### config.mk
export PLATFORM = sky130hd
export DESIGN_NAME = seg7_scan_decoder_flat
export DESIGN_NICKNAME = d
export VERILOG_FILES = /design/src/rtl/seg7_scan_decoder_if.sv /design/src/rtl/seg7_scan_decoder.sv /design/src/flat_wrapper.sv
export SDC_FILE = /design/constraint.sdc
export NUM_CORES = 1
export LEC_CHECK = 0
export BUFFER_PORTS_ARGS = -buffer_cell sky130_fd_sc_hd__clkbuf_2
export CAP_MARGIN = 20
export CORE_ASPECT_RATIO = 1.25
export CORE_MARGIN = 2
export CORE_UTILIZATION = 55
export DETAILED_ROUTE_END_ITERATION = 7
export MAX_ROUTING_LAYER = met4
export PLACE_DENSITY_LB_ADDON = 0.08
export SLEW_MARGIN = 20
export SYNTH_ARGS = -nofsm -noshare
export SYNTH_HDL_FRONTEND = slang
export SYNTH_SLANG_ARGS = --single-unit
### constraint.sdc
create_clock -name clk -period 2.91 [get_ports clk]
set_input_delay 0.4365 -clock clk [delete_from_list [all_inputs] [get_ports clk]]
set_output_delay 0.4365 -clock clk [all_outputs]
set_load 0.02 [all_outputs]
### src/rtl/seg7_scan_decoder_if.sv
`default_nettype none
// ============================================================================
// Module   : seg7_scan_decoder_if
// Purpose  : Bundles the multiplexed seven-segment display bus (anode selects
//            and segment lines) with the decoded capture results of
//            seg7_scan_decoder.
// Signals  : an      [3:0]  digit selects, active-low, an[0] = digit 0
//            seg     [6:0]  segment lines {a,b,c,d,e,f,g}, active-low
//            digits  [15:0] decoded values, digit k in digits[4k+3:4k]
//            valid   [3:0]  per-digit "holds a good decoded value"
//            err     [3:0]  per-digit "last capture was unrecognised"
//            upd            one-cycle pulse on each capture
//            upd_idx [1:0]  digit index of the capture while upd=1
// Modports : master - drives the display bus, observes the results
//            slave  - the decoder: observes the bus, drives the results
// Revision : 1.0 - initial release
// ============================================================================
interface seg7_scan_decoder_if;
  logic [3:0]  an;
  logic [6:0]  seg;
  logic [15:0] digits;
  logic [3:0]  valid;
  logic [3:0]  err;
  logic        upd;
  logic [1:0]  upd_idx;

  modport master (
    output an,
    output seg,
    input  digits,
    input  valid,
    input  err,
    input  upd,
    input  upd_idx
  );

  modport slave (
    input  an,
    input  seg,
    output digits,
    output valid,
    output err,
    output upd,
    output upd_idx
  );
endinterface
`default_nettype wire

### src/rtl/seg7_scan_decoder.sv
`default_nettype none
// ============================================================================
// Module   : seg7_scan_decoder
// Purpose  : Recovers hex digits from a multiplexed, active-low 4-digit
//            seven-segment display bus. Each clock the {an, seg} pair is
//            sampled; a pattern must hold for STABLE_CYCLES consecutive
//            clocks before it is captured, which rejects ghosting around
//            scan transitions. Captured patterns are decoded back to 4-bit
//            values and held per digit with valid/err flags.
// Ports    : clk  - system clock, rising edge
//            clr  - synchronous, active-high reset
//            bus  - seg7_scan_decoder_if.slave (an/seg in; digits, valid,
//                   err, upd, upd_idx out; all outputs registered)
// Params   : STABLE_CYCLES - consecutive identical samples needed (>= 1)
// Revision : 1.0 - initial release
// ============================================================================
module seg7_scan_decoder #(
  parameter int STABLE_CYCLES = 4
) (
  input  wire logic         clk,
  input  wire logic         clr,
  seg7_scan_decoder_if.slave bus
);

  // --------------------------------------------------------------------------
  // Constants
  // --------------------------------------------------------------------------
  localparam int                CNT_W      = $clog2(STABLE_CYCLES + 1);
  localparam logic [CNT_W-1:0] c_run_full = CNT_W'(STABLE_CYCLES);
  localparam logic [CNT_W-1:0] c_run_one  = CNT_W'(1);
  localparam int                SAMPLE_W   = 11;

  // --------------------------------------------------------------------------
  // Segment pattern decoder: returns {recognised, value}.
  // Patterns are {a,b,c,d,e,f,g}, active-low.
  // --------------------------------------------------------------------------
  function automatic logic [4:0] seg_decode(input logic [6:0] pat);
    logic [4:0] res;
    res = 5'b0_0000;
    case (pat)
      7'b0000001: res = 5'b1_0000;
      7'b1001111: res = 5'b1_0001;
      7'b0010010: res = 5'b1_0010;
      7'b0000110: res = 5'b1_0011;
      7'b1001100: res = 5'b1_0100;
      7'b0100100: res = 5'b1_0101;
      7'b0100000: res = 5'b1_0110;
      7'b0001111: res = 5'b1_0111;
      7'b0000000: res = 5'b1_1000;
      7'b0000100: res = 5'b1_1001;
      7'b0001000: res = 5'b1_1010;
      7'b1100000: res = 5'b1_1011;
      7'b0110001: res = 5'b1_1100;
      7'b1000010: res = 5'b1_1101;
      7'b0110000: res = 5'b1_1110;
      7'b0111000: res = 5'b1_1111;
      default:    res = 5'b0_0000;
    endcase
    return res;
  endfunction

  // --------------------------------------------------------------------------
  // Registered state
  // --------------------------------------------------------------------------
  logic [SAMPLE_W-1:0] r_prev;
  logic [CNT_W-1:0]    r_run;
  logic [15:0]         r_digits;
  logic [3:0]          r_valid;
  logic [3:0]          r_err;
  logic                r_upd;
  logic [1:0]          r_upd_idx;

  // --------------------------------------------------------------------------
  // Combinational sample qualification
  // --------------------------------------------------------------------------
  logic [SAMPLE_W-1:0] w_sample;
  logic                w_legal;
  logic [1:0]          w_idx;
  logic                w_same;
  logic [4:0]          w_dec;

  assign w_sample = {bus.an, bus.seg};
  assign w_same   = (w_sample == r_prev);
  assign w_dec    = seg_decode(bus.seg);

  // A sample is legal only with exactly one anode driven low; the position
  // of that low bit is the digit being shown.
  always_comb begin
    w_legal = 1'b0;
    w_idx   = 2'd0;
    case (bus.an)
      4'b1110: begin w_legal = 1'b1; w_idx = 2'd0; end
      4'b1101: begin w_legal = 1'b1; w_idx = 2'd1; end
      4'b1011: begin w_legal = 1'b1; w_idx = 2'd2; end
      4'b0111: begin w_legal = 1'b1; w_idx = 2'd3; end
      default: begin w_legal = 1'b0; w_idx = 2'd0; end
    endcase
  end

  // --------------------------------------------------------------------------
  // Run counter next value and capture strobe.
  // The counter saturates at STABLE_CYCLES, so the capture fires only on the
  // transition into the full count: a held pattern captures exactly once.
  // A changed legal sample restarts the run at 1, which with
  // STABLE_CYCLES=1 is itself the capture point.
  // --------------------------------------------------------------------------
  logic [CNT_W-1:0] w_run_next;
  logic             w_capture;

  always_comb begin
    w_run_next = '0;
    w_capture  = 1'b0;
    if (w_legal) begin
      if (!w_same) begin
        w_run_next = c_run_one;
        w_capture  = (c_run_one == c_run_full);
      end else if (r_run != c_run_full) begin
        w_run_next = r_run + c_run_one;
        w_capture  = (w_run_next == c_run_full);
      end else begin
        w_run_next = r_run;
      end
    end
  end

  // --------------------------------------------------------------------------
  // Sample history and run counter. Clearing r_prev to zero on reset means
  // the first sample afterwards never matches (an=0000 is illegal), so a run
  // always restarts from 1 after clr.
  // --------------------------------------------------------------------------
  always_ff @(posedge clk) begin
    if (clr) begin
      r_prev <= '0;
      r_run  <= '0;
    end else begin
      r_prev <= w_sample;
      r_run  <= w_run_next;
    end
  end

  // --------------------------------------------------------------------------
  // Capture registers. Only the addressed digit is touched; an unrecognised
  // pattern keeps the old value but withdraws its valid flag.
  // --------------------------------------------------------------------------
  always_ff @(posedge clk) begin
    if (clr) begin
      r_digits  <= '0;
      r_valid   <= '0;
      r_err     <= '0;
      r_upd     <= 1'b0;
      r_upd_idx <= 2'd0;
    end else begin
      r_upd <= w_capture;
      if (w_capture) begin
        r_upd_idx <= w_idx;
        if (w_dec[4]) begin
          r_digits[{w_idx, 2'b00} +: 4] <= w_dec[3:0];
          r_valid[w_idx]                <= 1'b1;
          r_err[w_idx]                  <= 1'b0;
        end else begin
          r_valid[w_idx] <= 1'b0;
          r_err[w_idx]   <= 1'b1;
        end
      end
    end
  end

  // --------------------------------------------------------------------------
  // Outputs (all registered)
  // --------------------------------------------------------------------------
  assign bus.digits  = r_digits;
  assign bus.valid   = r_valid;
  assign bus.err     = r_err;
  assign bus.upd     = r_upd;
  assign bus.upd_idx = r_upd_idx;

endmodule
`default_nettype wire
### src/flat_wrapper.sv
// flat-port wrapper written by rule: the top's interface ports become plain ports
module seg7_scan_decoder_flat 
#(
  parameter int STABLE_CYCLES = 4
)
  (clk, clr, bus_an, bus_seg, bus_digits, bus_valid, bus_err, bus_upd, bus_upd_idx);
  seg7_scan_decoder_if bus_i ();
  input  wire logic clk;
  input  wire logic clr;
  input wire logic [$bits(bus_i.an)-1:0] bus_an;
  input wire logic [$bits(bus_i.seg)-1:0] bus_seg;
  output wire logic [$bits(bus_i.digits)-1:0] bus_digits;
  output wire logic [$bits(bus_i.valid)-1:0] bus_valid;
  output wire logic [$bits(bus_i.err)-1:0] bus_err;
  output wire logic [$bits(bus_i.upd)-1:0] bus_upd;
  output wire logic [$bits(bus_i.upd_idx)-1:0] bus_upd_idx;
  assign bus_i.an = bus_an;
  assign bus_i.seg = bus_seg;
  assign bus_digits = bus_i.digits;
  assign bus_valid = bus_i.valid;
  assign bus_err = bus_i.err;
  assign bus_upd = bus_i.upd;
  assign bus_upd_idx = bus_i.upd_idx;
  seg7_scan_decoder #(.STABLE_CYCLES(STABLE_CYCLES)) u_core (.clk(clk), .clr(clr), .bus(bus_i));
endmodule
==> run_results.csv <==
group,metric,value,unit
status,status,"finished clean",
yosys,ys_top_cells_by_count,"41 x dfxtp_1, 19 x nand3_1, 14 x nor2b_1, 12 x nor2_1, 12 x xnor2_1",
min_path,hold_class,"input port to register",
power_and_ir_drop,leakage,0.001070,uW
placement,place_inst,321,
placement,portBuffers,39,
die,top_level_ports,40,
clock_network,post_cts_resize_count,0,
timing,grt_setup_unrepaired,"false",
clock_network,clock_path_buffers,2,
clock_network,root_buffer,"clkbuf_8",
cells_and_area,seqCellArea,820.8,um^2
die,core,0.003847,mm^2
route,wirelength,4374,um
timing,tightestPinTransition,651.0,ps
setup_path,worstPathMaxFanout,14,
timing,skew,7.470,ps
yosys,synth_nets,260,
global_route,overflow,0,
cells_and_area,multi_input_comb_area,0.001301,mm^2
cells_and_area,fin_cells,329,
cells_and_area,drive_gt1_share,24.73,%
global_route,grt_pass1_wl,7251,um
cells_and_area,final_core_util,65.50,%
route,antenna_left,0,
timing,fmax,462.7,MHz
placement,hpwlAfterDp,3284,um
setup_path,ff2ff_path_depth,8,
global_route,grt_usage,21.42,%
power_and_ir_drop,p_per_area,422.0,mW/mm^2
yosys,yosys_most_used_dff,"dfxtp_1",
timing,relSlewSlack,56.51,%
route,detail_route.vias_per_cell,5.419,
power_and_ir_drop,vdd_ir_drop_max,0.3404,mV
timing,slew_viol_final,0,
clock_network,cts.sinks,41,
global_route,grt_pass1_vias,1574,
global_route,antenna_found_initial,0,
route,drtIter0Drc,87,
timing,tns,0,ps
clock_network,path_clk_slew,80,ps
route,firstDrtPassIters,4,
yosys,postSynthCellCount,240,
die,start_util,58.34,%
route,num_vias,1783,
cells_and_area,nets,294,
timing,finalCriticalPeriod,2161,ps
setup_path,cp.required,3110,ps
die,die_w,61.14,um
timing,layout_worst_path_cycle_share,74.26,%
cells_and_area,antennaDiodeCount,0,
yosys,avgSynthCellArea,9.353,um^2
yosys,synth_edf_count,0,
route,drc_errors,0,
placement,gp_congestion,0.8254,
clock_network,htreeDepth,2,
cells_and_area,syn_to_final_growth,12.26,%
flow_run,drv_cap,0,
cells_and_area,fillers,361,
yosys,synth.most_common_cell,"dfxtp_1",
clock_network,cts_hold_buf,0,
setup_path,cp.arrival,2360,ps
yosys,yosysTopAreaCell,"dfxtp_1",
clock_network,tritoncts,"done",
clock_network,cts_setup_buffers,0,
route,wl_per_cell,13.29,um
setup_path,critPathKind,"input port to register",
clock_network,cts_buffers,5,
yosys,ys_warn_count,0,
yosys,ys_seq_elements,41,
yosys,async_reset_ff_share,0,%
timing,finalSetupViolCount,0,
timing,hold_violations,0,
die,die_h,75.43,um
setup_path,end_kind,"register",
clock_network,clkLatencyLatePin,300,ps
die,rows,25,
min_path,min_path_cells,2,
global_route,grt_max_degree,24,
setup_path,cp-start-kind,"input port",
yosys,synth_seq_area_share,36.57,%
die,dieArea,0.004611,mm^2
yosys,yosys-top-cells-area,"dfxtp_1 37%, xnor2_1 4.7%, nand3_1 4.2%, ha_1 3.9%, nor2b_1 3.9%",
yosys,synth_area,0.002245,mm^2
yosys,ys_types,59,
yosys,yosysTopAreaCellShare,36.57,%
## area by class of cell
cell class              instances  area share (%)
clock buffers                   6           2.880
clock inverters                 2          0.3972
inverters                       8           1.192
multi-input cells             176           51.64
flip-flops and latches         41           32.57
well taps                      54           2.681
repair buffers                 42           8.640
## critical path: stages
cell and delay [ps]:
clkbuf_2 190, or4b_1 600, o21ai_2 200, o32a_2 180, or2_1 340, a31oi_2 160, a22o_1 250
## metrics by stage
step | instance area, um^2 | total power, uW | setup slack (ps) | hold slack, ps
after global placement | 2437 | 719.3 | 460.3 | 458.5
after global routing | 2520 | 1110 | 667.5 | 452.8
after floorplan | 2245 | 691.1 | 727.1 | 484.2
final | 2520 | 1063 | 748.9 | 445.2
after detailed placement | 2437 | 720.1 | 433.0 | 454.9
after CTS | 2520 | 1074 | 750.6 | 439.1
## cells by family (layout without fill, tap and decap cells)
group,count (synthesis),count (layout),share of synthesized area (%)
adder cells (fa/ha/maj),7,7,3.902
flip-flops,41,41,36.57
buffers and inverters,23,58,5.462
AO/OA/AOI/OAI,50,50,19.23
AND/OR/NAND/NOR,97,97,25.47
XOR/XNOR,15,15,6.188
multiplexers,7,7,3.177
## routing by layer
| layer | routed length (um) | GRT usage (%) | vias up |
|---|---|---|---|
| li1 | - | - | 935 |
| met1 | 2052 | 26.69 | 795 |
| met2 | 2087 | 34.16 | 47 |
| met3 | 161 | 4.075 | 6 |
| met4 | 73 | 7.971 | 0 |
| met5 | 0 | - | - |
## worst paths after layout
path	start	to	slack, ps
worst max-delay path	bus_seg[4]	u_core.bus.digits[0]	750
worst min-delay path	bus_an[0]	u_core.r_prev[7]	450
worst max register to register	u_core.r_run[0]	u_core.bus.digits[13]	870
worst min register to register	u_core.bus.digits[3]	u_core.bus.digits[3]	470
## cells in the final DEF (no fill, tap or decap), drive strengths merged, types with 6 or more instances in the layout
master   count
o2bb2ai      7
nor2        12
nand2        9
nand3       19
o21ai        7
a21oi        6
nor2b       14
ha           7
mux2i        6
xnor2       13
clkbuf      45
nor3         9
inv          8
dfxtp       41
## power by group
group | total, uW | switching (uW) | internal [uW] | leakage [uW]
clock network | 356 | 190 | 166 | 0.0000450
logic | 133 | 80.7 | 52.1 | 0.000692
registers | 574 | 4.55 | 570 | 0.000333
total | 1060 | 276 | 788 | 0.00107
(Power assumes the default switching activity.)
